**src/rtl/cmp6_arbiter.sv**
```systemverilog
// rtl/cmp6_arbiter.sv - round-robin shared WIDTH-bit eq/neq comparator with 4-phase req/ack.
// Optional transaction statistics (true_cnt) enabled by defining CMP_ARB_STATS_EN.
module cmp6_arbiter #(
  parameter int WIDTH = 6
) (
  input  logic             clk,
  input  logic             reset,
  input  logic             req0,
  input  logic             req1,
  input  logic [WIDTH-1:0] a0,
  input  logic [WIDTH-1:0] b0,
  input  logic             sel0,
  input  logic [WIDTH-1:0] a1,
  input  logic [WIDTH-1:0] b1,
  input  logic             sel1,
  output logic             ack0,
  output logic             ack1,
  output logic             result,
  output logic [1:0]       grant,
  output logic             busy
`ifdef CMP_ARB_STATS_EN
  ,
  output logic [7:0]       true_cnt
`endif
);

  typedef enum logic [1:0] {
    IDLE = 2'd0,
    CMP  = 2'd1,
    DONE = 2'd2
  } state_t;

  state_t           r_state;
  state_t           w_next;
  logic             r_owner;
  logic             r_last_grant;
  logic [WIDTH-1:0] r_a;
  logic [WIDTH-1:0] r_b;
  logic             r_sel;

  logic w_any;
  logic w_pick;
  logic w_owner_req;
  logic w_eq;
  logic w_cmp;

  // On a tie the requester that was not served last wins.
  assign w_any       = req0 | req1;
  assign w_pick      = (req0 && req1) ? ~r_last_grant : req1;
  assign w_owner_req = r_owner ? req1 : req0;
  assign w_eq        = (r_a == r_b);
  assign w_cmp       = r_sel ? ~w_eq : w_eq;
  assign busy        = (r_state != IDLE);

  always_ff @(posedge clk or posedge reset) begin
    if (reset) begin
      r_state <= IDLE;
    end else begin
      r_state <= w_next;
    end
  end

  always_comb begin
    w_next = r_state;
    case (r_state)
      IDLE:    if (w_any) w_next = CMP;
      CMP:     w_next = DONE;
      DONE:    if (!w_owner_req) w_next = IDLE;
      default: w_next = IDLE;
    endcase
  end

  always_ff @(posedge clk or posedge reset) begin
    if (reset) begin
      ack0         <= 1'b0;
      ack1         <= 1'b0;
      result       <= 1'b0;
      grant        <= 2'b00;
      r_owner      <= 1'b0;
      r_last_grant <= 1'b1;
      r_a          <= '0;
      r_b          <= '0;
      r_sel        <= 1'b0;
    end else begin
      case (r_state)
        IDLE: begin
          if (w_any) begin
            r_owner <= w_pick;
            grant   <= w_pick ? 2'b10 : 2'b01;
            r_a     <= w_pick ? a1 : a0;
            r_b     <= w_pick ? b1 : b0;
            r_sel   <= w_pick ? sel1 : sel0;
          end
        end
        CMP: begin
          result <= w_cmp;
          ack0   <= ~r_owner;
          ack1   <= r_owner;
        end
        DONE: begin
          // A req dropped early still gets exactly one cycle of ack.
          if (!w_owner_req) begin
            ack0         <= 1'b0;
            ack1         <= 1'b0;
            grant        <= 2'b00;
            r_last_grant <= r_owner;
          end
        end
        default: ;
      endcase
    end
  end

`ifdef CMP_ARB_STATS_EN
  always_ff @(posedge clk or posedge reset) begin
    if (reset) begin
      true_cnt <= 8'h00;
    end else if (r_state == CMP && w_cmp && true_cnt != 8'hFF) begin
      true_cnt <= true_cnt + 8'h01;
    end
  end
`endif

endmodule
```
**config.mk**
```make
export PLATFORM = sky130hd
export DESIGN_NAME = cmp6_arbiter
export DESIGN_NICKNAME = d
export VERILOG_FILES = /design/src/rtl/cmp6_arbiter.sv
export SDC_FILE = /design/constraint.sdc
export NUM_CORES = 1
export LEC_CHECK = 0
export ABC_AREA = 0
export BUFFER_PORTS_ARGS = -buffer_cell sky130_fd_sc_hd__buf_2
export CAP_MARGIN = 20
export CORE_ASPECT_RATIO = 1.25
export CORE_MARGIN = 4
export CORE_UTILIZATION = 45
export DETAILED_ROUTE_END_ITERATION = 8
export PLACE_DENSITY = 0.71
export SETUP_SLACK_MARGIN = 0.5
export SLEW_MARGIN = 10
export SYNTH_ARGS = -nofsm -noshare
export SYNTH_HDL_FRONTEND = slang
export SYNTH_SLANG_ARGS = --single-unit
```
**constraint.sdc**
```tcl
create_clock -name clk -period 1.7 [get_ports clk]
set_input_delay 0 -clock clk [delete_from_list [all_inputs] [get_ports clk]]
set_output_delay 0 -clock clk [all_outputs]
set_load 0.005 [all_outputs]
```
Word-level counts from Yosys, hierarchy flattened --
Index checks and enable logic that the tools add are counted.
Storage, ports and cells: output and inout port bits 6, bits in latches 0, bits in read-only memories 0, register bits after elaboration 22, bits of input ports 30, word-level logic and storage cells 45, memories kept 0, memory bits (writable) 0
Cells by class: divide/modulo/power cells 0, $add $sub $neg 0, $lt $le $gt $ge 0, reductions and logical operators 10, multiplexer cells 15, shift operators 0, multiply operators 0, bitwise gates (word level) 5, equal/unequal tests 5
Operators by type and width (number):
- 6-bit 2-to-1 mux | 2
- 2-bit 2-to-1 mux | 4
- 2-bit AND reduction | 4
- 6-bit == test | 1
- 2-bit one-hot mux with 3 select lines | 1
- 2-bit nonzero test | 3
- 1-bit 2-to-1 mux | 5
- 2-bit inequality test (second input constant) | 2
- 1-bit inverter | 4
- 1-bit one-hot mux with 2 select lines | 2
- 2-bit one-hot mux with 2 select lines | 1
- 3-bit AND reduction | 1
- 2-bit by 1-bit == test with 1-bit output (second input constant) | 1
- 2-bit == test (second input constant) | 1
- 2-bit zero test | 1
- 1-bit logical AND | 1
- 1-bit bitwise OR | 1

Longest topological paths before layout --
Gate-level depths: netlist of run 1.
depth in word-level cells 5, mapped depth 6, depth with buffers taken out 5

Least setup slack after synthesis of run 1 --
OpenSTA, ideal clock, no wires.
kind register -> register, start point register r_state[0], end point register r_a[5], period minus slack after synthesis 1.399 ns, arrival 1.264 ns, setup time 0.135 ns, path buffers 1, slack 0.301 ns, required time 1.565 ns, stages on the path, launching flop included 7, cells stage by stage dfrtp_1 -> inv_1 -> ha_1 -> o21ai_2 -> buf_2 -> nand2_1 -> o21ai_0
Between the ends: longest elaborated chain between the ends 2
Ends and longest elaborated chain:
- from (decl) | RTL line 33 | state_t r_state;
- from (signal assigned) | RTL line 59 | r_state <= w_next;
- 2-bit zero test | RTL line 85 | case (r_state)
- 2-bit AND reduction (no source line)
- to (signal assigned) | RTL line 90 | r_a <= w_pick ? a1 : a0;
- to (decl) | RTL line 37 | logic [WIDTH-1:0] r_a;
Every way passes these cells. A chain may end at the register's enable or synchronous reset.

Worst setup path in the final report of run 1 --
start point register r_a[1], end point register result
Between the ends: longest elaborated chain between the ends 3
Ends and longest elaborated chain:
- 6-bit == test (*) | RTL line 51 | assign w_eq = (r_a == r_b);
- 1-bit inverter | RTL line 52 | assign w_cmp = r_sel ? ~w_eq : w_eq;
- 1-bit 2-to-1 mux (*) | RTL line 52
- to (signal assigned) | RTL line 96 | result <= w_cmp;
- to (decl) | RTL line 18 | output logic result,
Every way passes the cells marked *; elsewhere a longest branch is shown, timed or not.

==> results of run 1 <==
## power by group through the flow
| stage | Sequential, mW | Combinational [mW] | Clock (mW) |
|---|---|---|---|
| floorplan | 0.959 | 0.932 | 0 |
| global placement | 0.974 | 1.11 | 0 |
| detailed placement | 0.989 | 1.15 | 0 |
| CTS | 0.967 | 1.44 | 0.262 |
| global route | 1.00 | 1.93 | 0.285 |
| finish | 0.973 | 1.76 | 0.254 |
## Yosys cell counts (2+ instances only)
library cell / n / area share (%)
o21ai_2: 8 / 5.7
ha_1: 4 / 4.1
dfrtp_1: 21 / 43
a22o_1: 2 / 1.4
xor2_1: 2 / 1.4
xnor2_1: 4 / 2.9
a21oi_1: 2 / 0.82
clkbuf_1: 2 / 0.61
nor2_1: 3 / 0.92
nand2_1: 17 / 5.2
o21ai_0: 11 / 4.5
mux2i_1: 14 / 11
inv_1: 6 / 1.8
## layout make-up
class / instances / area [um2] / area share [%]
Multi-Input combinational cell: 85 / 728 / 36.6
Timing Repair Buffer: 79 / 613 / 30.8
Sequential cell: 22 / 553 / 27.8
Tap cell: 33 / 41.3 / 2.08
Clock buffer: 4 / 26.3 / 1.32
Inverter: 7 / 26.3 / 1.32
## placed cells by master (no fill, tap or decap), types with 2 or more instances in the layout
cell / count
mux2i_1: 11
nand2_1: 17
buf_12: 2
o21ai_0: 2
a22o_1: 2
buf_4: 11
clkbuf_4: 3
inv_1: 2
dlygate4sd3_1: 27
dfrtp_1: 20
a21oi_1: 2
ha_4: 2
nor2_1: 3
o21ai_1: 8
ha_1: 2
o21ai_2: 9
buf_2: 35
xnor2_1: 4
mux2i_4: 2
buf_6: 4
xor2_1: 2
inv_2: 5
o21ai_4: 4
## worst max-delay path by stage
| stage | startpoint | end | slack, ns | cells after the start |
|---|---|---|---|---|
| floorplan | r_owner$_DFFE_PP0P_ | grant[0]$_DFFE_PP0P_ | 0.44 | 4 |
| global placement | req0 | grant[0]$_DFFE_PP0P_ | 0.27 | 4 |
| detailed placement | r_state[0]$_DFFE_PP0P_ | grant[0]$_DFFE_PP0P_ | 0.23 | 5 |
| CTS | r_b[3]$_DFFE_PP0P_ | result$_DFFE_PP0P_ | 0.33 | 4 |
| global route | r_a[1]$_DFFE_PP0P_ | result$_DFFE_PP0P_ | 0.23 | 4 |
| finish | r_a[1]$_DFFE_PP0P_ | result$_DFFE_PP0P_ | 0.33 | 4 |
## repair_timing
action | in CTS | in global routing
endpoints found under the hold margin | 35 | 0
resized for setup | 6 | 23
setup buffers | 7 | 8
hold buffers | 27 | 0
endpoints found under the setup margin | 22 | 22
pin swaps | 4 | 8
gates cloned | 3 | 0
## layer usage
| metal | GRT usage [%] | part of all wire [%] |
|---|---|---|
| met4 | 7.48 | 0.92 |
| met2 | 32.4 | 55 |
| met5 | 0 | 0 |
| met1 | 24.2 | 40 |
| met3 | 2.71 | 3.7 |
## critical path: cells and delay by family (launching register included)
kind             cells  cell delay [ns]
AND/OR/NAND/NOR      2             0.56
flip-flops           1             0.42
XOR/XNOR             1             0.18
AO/OA/AOI/OAI        1             0.14
## kinds of logic after synthesis
logic type / after synthesis / synth area share [%]
flip-flops: 22 / 45.1
multiplexers: 15 / 12.4
AND/OR/NAND/NOR: 26 / 9.42
AO/OA/AOI/OAI: 31 / 18.9
XOR/XNOR: 6 / 4.30
buffers and inverters: 12 / 5.73
adder cells (fa/ha/maj): 4 / 4.09
## state kept, by name, indices dropped and copies added (netlist names)
register      count
r_a               6
r_b               6
grant             2
r_state           2
ack0              1
ack1              1
r_last_grant      1
r_owner           1
r_sel             1
result            1
## per-stage QoR
| step | util (%) | std cells | hold WS (ns) | cell area [um2] |
|---|---|---|---|---|
| floorplan | - | 116 | -0.0115 | 1250 |
| global route | 78.7 | 230 | 0.164 | 1990 |
| CTS | 73.1 | 222 | 0.134 | 1850 |
| global placement | 57.0 | 181 | 0.0467 | 1440 |
| finish | 78.7 | 230 | 0.164 | 1990 |
| detailed placement | 57.0 | 181 | 0.0562 | 1440 |
==> results_dict.tcl, run 1 <==
set metrics [dict create \
    synth-edff-count 0 \
    reg2reg_to "result$_DFFE_PP0P_" \
    rr_startpoint "r_a[1]$_DFFE_PP0P_" \
    dp.final_hpwl_um 1660 \
    rsz0062_at_grt "true" \
    numPortBuffers 35 \
    hold_depth 3 \
    dp_slack_ns 0.232 \
    slew_viol_final 0 \
    slowest_delay_ns 0.42 \
    antenna_found_initial 0 \
    critPathLaunchType "flip-flop" \
    area_growth_pct 62.6 \
    p_int_mw 1.83 \
    p_leak_nw 0.945 \
    clk_pin_slew_ns 0.12 \
    pin_count 36 \
    clkPwrFrac_pct 8.5 \
    drcViolationCount 0 \
    hp-start "req0" \
    tightestPinTransition_ns 0.351 \
    syn_nets 150 \
    core_area_um2 2530 \
    cts.sinks 22 \
    worst_skew_pair.late_latency_ns 0.31 \
    cp.arrival_ns 1.61 \
    max_freq_mhz 732 \
    power_mw 2.99 \
    synth_flop_cell "dfrtp_1" \
    drtIter0Drc 17 \
    final-setup-viol-count 0 \
    post_drt_via_cell_ratio 4.97 \
    worst_clock_skew_ns 0.00295 \
    synth_cells 116 \
    die_y_um 66.3 \
    rows 20 \
    yosysSeqAreaShare_pct 45.1 \
    combPwrFrac_pct 58.9 \
    maxCapViolCount 0 \
    post-route-period-util_pct 80.4 \
    fin_crit_ns 1.37 \
    clock_path_buffers 2 \
    syn_avg_cell_area_um2 10.5 \
    dieArea_um2 3620 \
    powerDensity_nw_per_um2 1500 \
    wirelength_um 3160 \
    grt_pass1_vias 1125 \
    fin_setup_tns_ns 0 \
    worst_slack_ns 0.334 \
    irDropWorstVdd_mv 0.901 \
    grt_usage_pct 19.4 \
    drtAntennaViolNets 0 \
    rr_worst_depth 4 \
    start_util_pct 48.4 \
    yosys.cell_types.count 33 \
    cpMaxStageDelayCell "dfrtp_1" \
    die_x_um 54.6 \
    ctsHtreeMaxLevel 1 \
    gp_congestion 0.687 \
    grt_pass1_wl_um 5090 \
    fillerInstances 167 \
    worst-setup-path-type "flip-flop to flip-flop" \
    vias 1143 \
    synthArstFlopShare_pct 100 \
    antenna_cells 0 \
    drt_pass1_iterations 4 \
    cp_cell_sequence "xnor2_1 > nand4_1 > or4_1 > a31oi_1" \
    drive_gt1_share_pct 43.1 \
    grt_max_degree 23 \
    synth_warnings 0 \
    p_sw_mw 1.16 \
    pwr-share-seq_pct 32.5 \
    whs_endpoint "ack0$_DFFE_PP0P_" \
    ff2ff_setup_slack_ns 0.33 \
    hold_class "input port to flip-flop" \
    syn-cell-area_um2 1220 \
    finalNetCount 232 \
    cp-end-kind "flip-flop" \
    yosys_register_bits 22 \
    status "complete, no violations" \
    switching_share_pct 38.8 \
    cts_made_buffers 3 \
    post_drt_wl_per_cell_um 13.7 \
    required_ns 1.94 \
    path_max_fanout 2 \
    relSlewSlack_pct 76.6 \
    tritoncts "yes" \
    root_buffer "clkbuf_4" \
    grt_remaining_overflow 0 \
    hold_violations 0 \
]
(Power assumes the default switching activity.)
==> run 2: changes to the inputs <==
- clock period: 1.7 -> 1.3 ns (I/O delays scaled with it)
==> results_dict.tcl, run 2 (synthesized netlist as in run 1, its figures left out) <==
set metrics [dict create \
    p_leak_nw 1.00 \
    grt_remaining_overflow 0 \
    worst_slack_ns -0.111 \
    pin_count 36 \
    max_freq_mhz 709 \
    dieArea_um2 3620 \
    post_drt_via_cell_ratio 5.26 \
    worst-path-buf-inv 0 \
    grt_usage_pct 23.2 \
    post-route-cell-area_um2 2140 \
    area_growth_pct 75.1 \
    clock_path_buffers 2 \
    drive_gt1_share_pct 51.7 \
    start_util_pct 48.4 \
    antenna_cells 0 \
    core_area_um2 2530 \
    violations "negative setup slack" \
    die_x_um 54.6 \
    grt_pass1_vias 1368 \
    post-route-period-util_pct 109 \
    cts.sinks 22 \
    fillerInstances 147 \
    path_max_fanout 2 \
    wirelength_um 3710 \
    ctsHtreeMaxLevel 1 \
    required_ns 1.55 \
    gp_congestion 0.684 \
    cp_cell_sequence "xnor2_1 > nand4_1 > or4_1 > a31oi_1" \
    final-setup-viol-count 2 \
    worst_clock_skew_ns 0.0102 \
    reg_top3 "r_a: 6 flops, r_b: 6 flops" \
    slowest_delay_ns 0.43 \
    relSlewSlack_pct 75.9 \
    final_cell_mix "34 x buf_2, 27 x dlygate4sd3_1, 21 x dfrtp_1, 15 x buf_4, 14 x nand2_1" \
    worst-setup-path-type "flip-flop to flip-flop" \
    hold_violations 0 \
    worst_skew_pair.late_latency_ns 0.33 \
    cp_top_family "simple AND/OR/NAND/NOR gates" \
    grt_max_degree 16 \
    cts_made_buffers 3 \
    root_buffer "clkbuf_4" \
    rows 20 \
    post_drt_wl_per_cell_um 15.6 \
    drtIter0Drc 28 \
    status "complete, but fails checks" \
    grt_pass1_wl_um 6040 \
    dpl-instance-area_um2 1500 \
    irDropWorstVdd_mv 1.57 \
    final_common_cell "buf_2" \
    dp.final_hpwl_um 1880 \
    fin_crit_ns 1.41 \
    rsz0062_at_grt "true" \
    finalNetCount 240 \
    maxCapViolCount 0 \
    cp-end-kind "flip-flop" \
    powerDensity_nw_per_um2 2050 \
    die_y_um 66.3 \
    critPathLaunchType "flip-flop" \
    clk_pin_slew_ns 0.13 \
    vias 1252 \
    drcViolationCount 0 \
    tightestPinTransition_ns 0.362 \
    numPortBuffers 35 \
    antenna_found_initial 0 \
    slew_viol_final 0 \
    dp_slack_ns -0.108 \
    hold_class "input port to async pin" \
    drtAntennaViolNets 0 \
    cp.arrival_ns 1.66 \
    tritoncts "yes" \
    drt_pass1_iterations 5 \
    cpMaxStageDelayCell "dfrtp_1" \
]
run 2: layer usage:
layer / global-route usage [%] / wire, um / part of all wire, % / up-vias
met4: 10.3 / 136 / 3.7 / 0
met1: 24.2 / 1430 / 38 / 610
li1: - / - / - / 587
met5: 0 / 0 / 0 / -
met2: 43.2 / 1970 / 53 / 41
met3: 3.39 / 179 / 4.8 / 14
run 2: worst paths after layout:
| kind | from | endpoint | slack [ns] | cells past startpoint |
|---|---|---|---|---|
| worst max-delay path | r_a[4]$_DFFE_PP0P_ | result$_DFFE_PP0P_ | -0.11 | 4 |
| worst max register to register | r_a[4]$_DFFE_PP0P_ | result$_DFFE_PP0P_ | -0.11 | 4 |
| worst min register to register | r_a[0]$_DFFE_PP0P_ | r_a[0]$_DFFE_PP0P_ | 0.52 | 2 |
| min in group clk | req0 | ack0$_DFFE_PP0P_ | 0.14 | 3 |
| max in group asynchronous | reset | r_b[0]$_DFFE_PP0P_ | 0.74 | 4 |
| worst min-delay path | reset | grant[0]$_DFFE_PP0P_ | 0.12 | 3 |
run 2: repair_timing:
action / CTS / global route
cloned: 4 / 0
resized for setup: 27 / 17
pin swaps: 21 / 20
hold buffers: 27 / 0
endpoints found under the hold margin: 35 / 0
setup buffers: 11 / 4
endpoints found under the setup margin: 28 / 37
run 2: stage by stage:
step	power, mW	hold slack [ns]	util [%]	instances	setup TNS [ns]
6_report	4.38	0.123	84.7	238	-0.112
5_1_grt	4.69	0.147	84.7	238	-0.489
4_1_cts	4.00	0.147	80.3	234	-0.0564
3_5_place_dp	3.04	-0.0330	59.3	188	-1.20
3_3_place_gp	2.94	-0.0305	59.3	188	-0.619
2_1_floorplan	2.56	-0.0115	-	116	0
run 2: layout make-up:
| cell class | count | area [um2] | area share, % |
|---|---|---|---|
| sequential | 22 | 552 | 25.8 |
| inverter | 7 | 30.0 | 1.40 |
| multi-input combinational | 85 | 790 | 36.9 |
| tap | 33 | 41.3 | 1.93 |
| clock buffer | 4 | 26.3 | 1.23 |
| timing repair buffer | 87 | 702 | 32.8 |
run 2: tightest hold or removal path: stages:
cell	delay, ns
dlygate4sd3_1	0.53
buf_2	0.14
clkinvlp_4	0.15
run 2: power by group:
part / switching [mW] / total [mW] / internal [mW] / leakage, nW
clock network: 0.225 / 0.346 / 0.120 / 0.0150
logic: 1.24 / 2.74 / 1.50 / 0.722
registers: 0.268 / 1.30 / 1.03 / 0.267
total: 1.73 / 4.38 / 2.65 / 1.00
==> run 3: changes to the inputs <==
- CORE_ASPECT_RATIO: 1.25 -> 1.4
- SLEW_MARGIN: 10 -> 20
==> results_dict.tcl, run 3 (synthesized netlist as in run 1, its figures left out) <==
set metrics [dict create \
    status "complete, but fails checks" \
    violations "negative setup slack" \
    cts_made_buffers 3 \
    finalNetCount 242 \
    worst-setup-path-type "flip-flop to flip-flop" \
    grtUsageMet3_pct 3.87 \
    start_util_pct 46.7 \
    hold_violations 0 \
    grt_max_degree 15 \
    clk_pin_slew_ns 0.13 \
    p_sw_mw 1.77 \
    worst_slack_ns -0.0927 \
    ctsHtreeMaxLevel 1 \
    rsz0062_at_grt "true" \
    use_met2_pct 34.5 \
    grtUsageMet1_pct 22.1 \
    fin_crit_ns 1.39 \
    dieArea_um2 3630 \
    grt_usage_pct 19.8 \
    core_area_um2 2620 \
    final_cell_mix "34 x buf_2, 27 x dlygate4sd3_1, 21 x dfrtp_1, 13 x mux2i_1, 13 x buf_4" \
    p_int_mw 2.73 \
    cp.arrival_ns 1.59 \
    final_common_cell "buf_2" \
    cp-end-kind "flip-flop" \
    required_ns 1.50 \
    drtAntennaViolNets 0 \
    area_growth_pct 75.7 \
    final-setup-viol-count 4 \
    rr_worst_depth 5 \
    slew_viol_final 0 \
    post_drt_wl_per_cell_um 15.0 \
    post-route-period-util_pct 107 \
    antenna_cells 0 \
    rows 22 \
    die_y_um 69.7 \
    rr_startpoint "r_b[5]$_DFFE_PP0P_" \
    switching_share_pct 39.2 \
    grt_pass1_wl_um 5540 \
    pwr-share-seq_pct 28.9 \
    numPortBuffers 35 \
    clock_path_buffers 2 \
    reg2reg_to "result$_DFFE_PP0P_" \
    critPathLaunchType "flip-flop" \
    fin_hold_ws_ns 0.150 \
    busiest_layer "met2" \
    tightestPinTransition_ns 0.347 \
    antenna_found_initial 0 \
    grt_pass1_vias 1288 \
    cts.sinks 22 \
    post_drt_via_cell_ratio 5.06 \
    gp_congestion 0.746 \
    root_buffer "clkbuf_4" \
    wirelength_um 3660 \
    hold_class "input port to async pin" \
    pin_count 36 \
    drtIter0Drc 15 \
    vias 1230 \
    relSlewSlack_pct 76.9 \
    maxCapViolCount 0 \
    max_freq_mhz 718 \
    ff2ff_setup_slack_ns -0.09 \
    die_x_um 52.1 \
    power_mw 4.50 \
    p_leak_nw 1.02 \
    dp.final_hpwl_um 1870 \
    drive_gt1_share_pct 49.3 \
    drt_pass1_iterations 4 \
    combPwrFrac_pct 63.7 \
    clkPwrFrac_pct 7.4 \
    powerDensity_nw_per_um2 2090 \
    irDropWorstVdd_mv 1.70 \
    reg_top3 "r_a: 6 flops, r_b: 6 flops" \
    tritoncts "yes" \
    worst_clock_skew_ns 0.00549 \
    path_max_fanout 2 \
    drcViolationCount 0 \
    grt_remaining_overflow 0 \
    worst_skew_pair.late_latency_ns 0.31 \
]
==> run 3: layout make-up <==
type,instances,area (um2)
tap,36,45.0
clock buffer,4,26.3
multi-input combinational,85,746
sequential,22,552
fill,152,467
inverter,7,32.5
timing repair buffer,89,747
==> run 3: repair_timing <==
| action | CTS | global route |
|---|---|---|
| setup buffers | 7 | 10 |
| resized for setup | 11 | 32 |
| pin swaps | 11 | 13 |
| hold buffers | 25 | 2 |
| hold endpoints to repair | 21 | 1 |
| cloned | 2 | 2 |
| setup endpoints to repair | 28 | 41 |
==> run 3: power groups by stage <==
stage                     Clock, mW  Combinational [mW]  Sequential, mW
after floorplan                   0                1.30            1.26
after global placement            0                1.73            1.25
after CTS                     0.334                2.15            1.26
final                         0.334                2.86            1.30
after global routing          0.376                3.09            1.33
after detailed placement          0                1.81            1.28
==> run 3: routing by layer <==
layer  routed length [um]  vias to the layer above
met3                  145                       11
met2                 2080                       34
met5                    0                        -
met4                  108                        0
met1                 1320                      591
li1                     -                      594
==> run 3: worst max path at each step <==
stage	startpoint	endpoint	slack, ns	cells after the start
3_3_place_gp	r_last_grant$_DFFE_PP1P_	r_a[1]$_DFFE_PP0P_	-0.06	3
5_1_grt	r_b[4]$_DFFE_PP0P_	result$_DFFE_PP0P_	-0.21	5
3_5_place_dp	r_last_grant$_DFFE_PP1P_	r_a[4]$_DFFE_PP0P_	-0.10	3
2_1_floorplan	r_owner$_DFFE_PP0P_	grant[0]$_DFFE_PP0P_	0.04	4
4_1_cts	r_a[5]$_DFFE_PP0P_	result$_DFFE_PP0P_	-0.08	4
6_report	r_b[5]$_DFFE_PP0P_	result$_DFFE_PP0P_	-0.09	5
==> run 3: critical path, stage by stage (launching register included) <==
cell	delay, ns
dfrtp_1	0.43
xnor2_1	0.17
nand4_1	0.16
buf_4	0.17
o31ai_1	0.23
a31oi_1	0.12
==> run 3: through the flow <==
step | worst slack [ns] | area [um2] | util [%] | cells | setup TNS (ns)
final | -0.0927 | 2150 | 82.2 | 243 | -0.216
after global routing | -0.207 | 2150 | 82.2 | 243 | -0.944
after CTS | -0.0802 | 1920 | 73.3 | 229 | -0.104
after detailed placement | -0.100 | 1520 | 57.9 | 191 | -1.13
after global placement | -0.0599 | 1520 | 57.9 | 191 | -0.636
after floorplan | 0.0390 | 1280 | - | 116 | 0
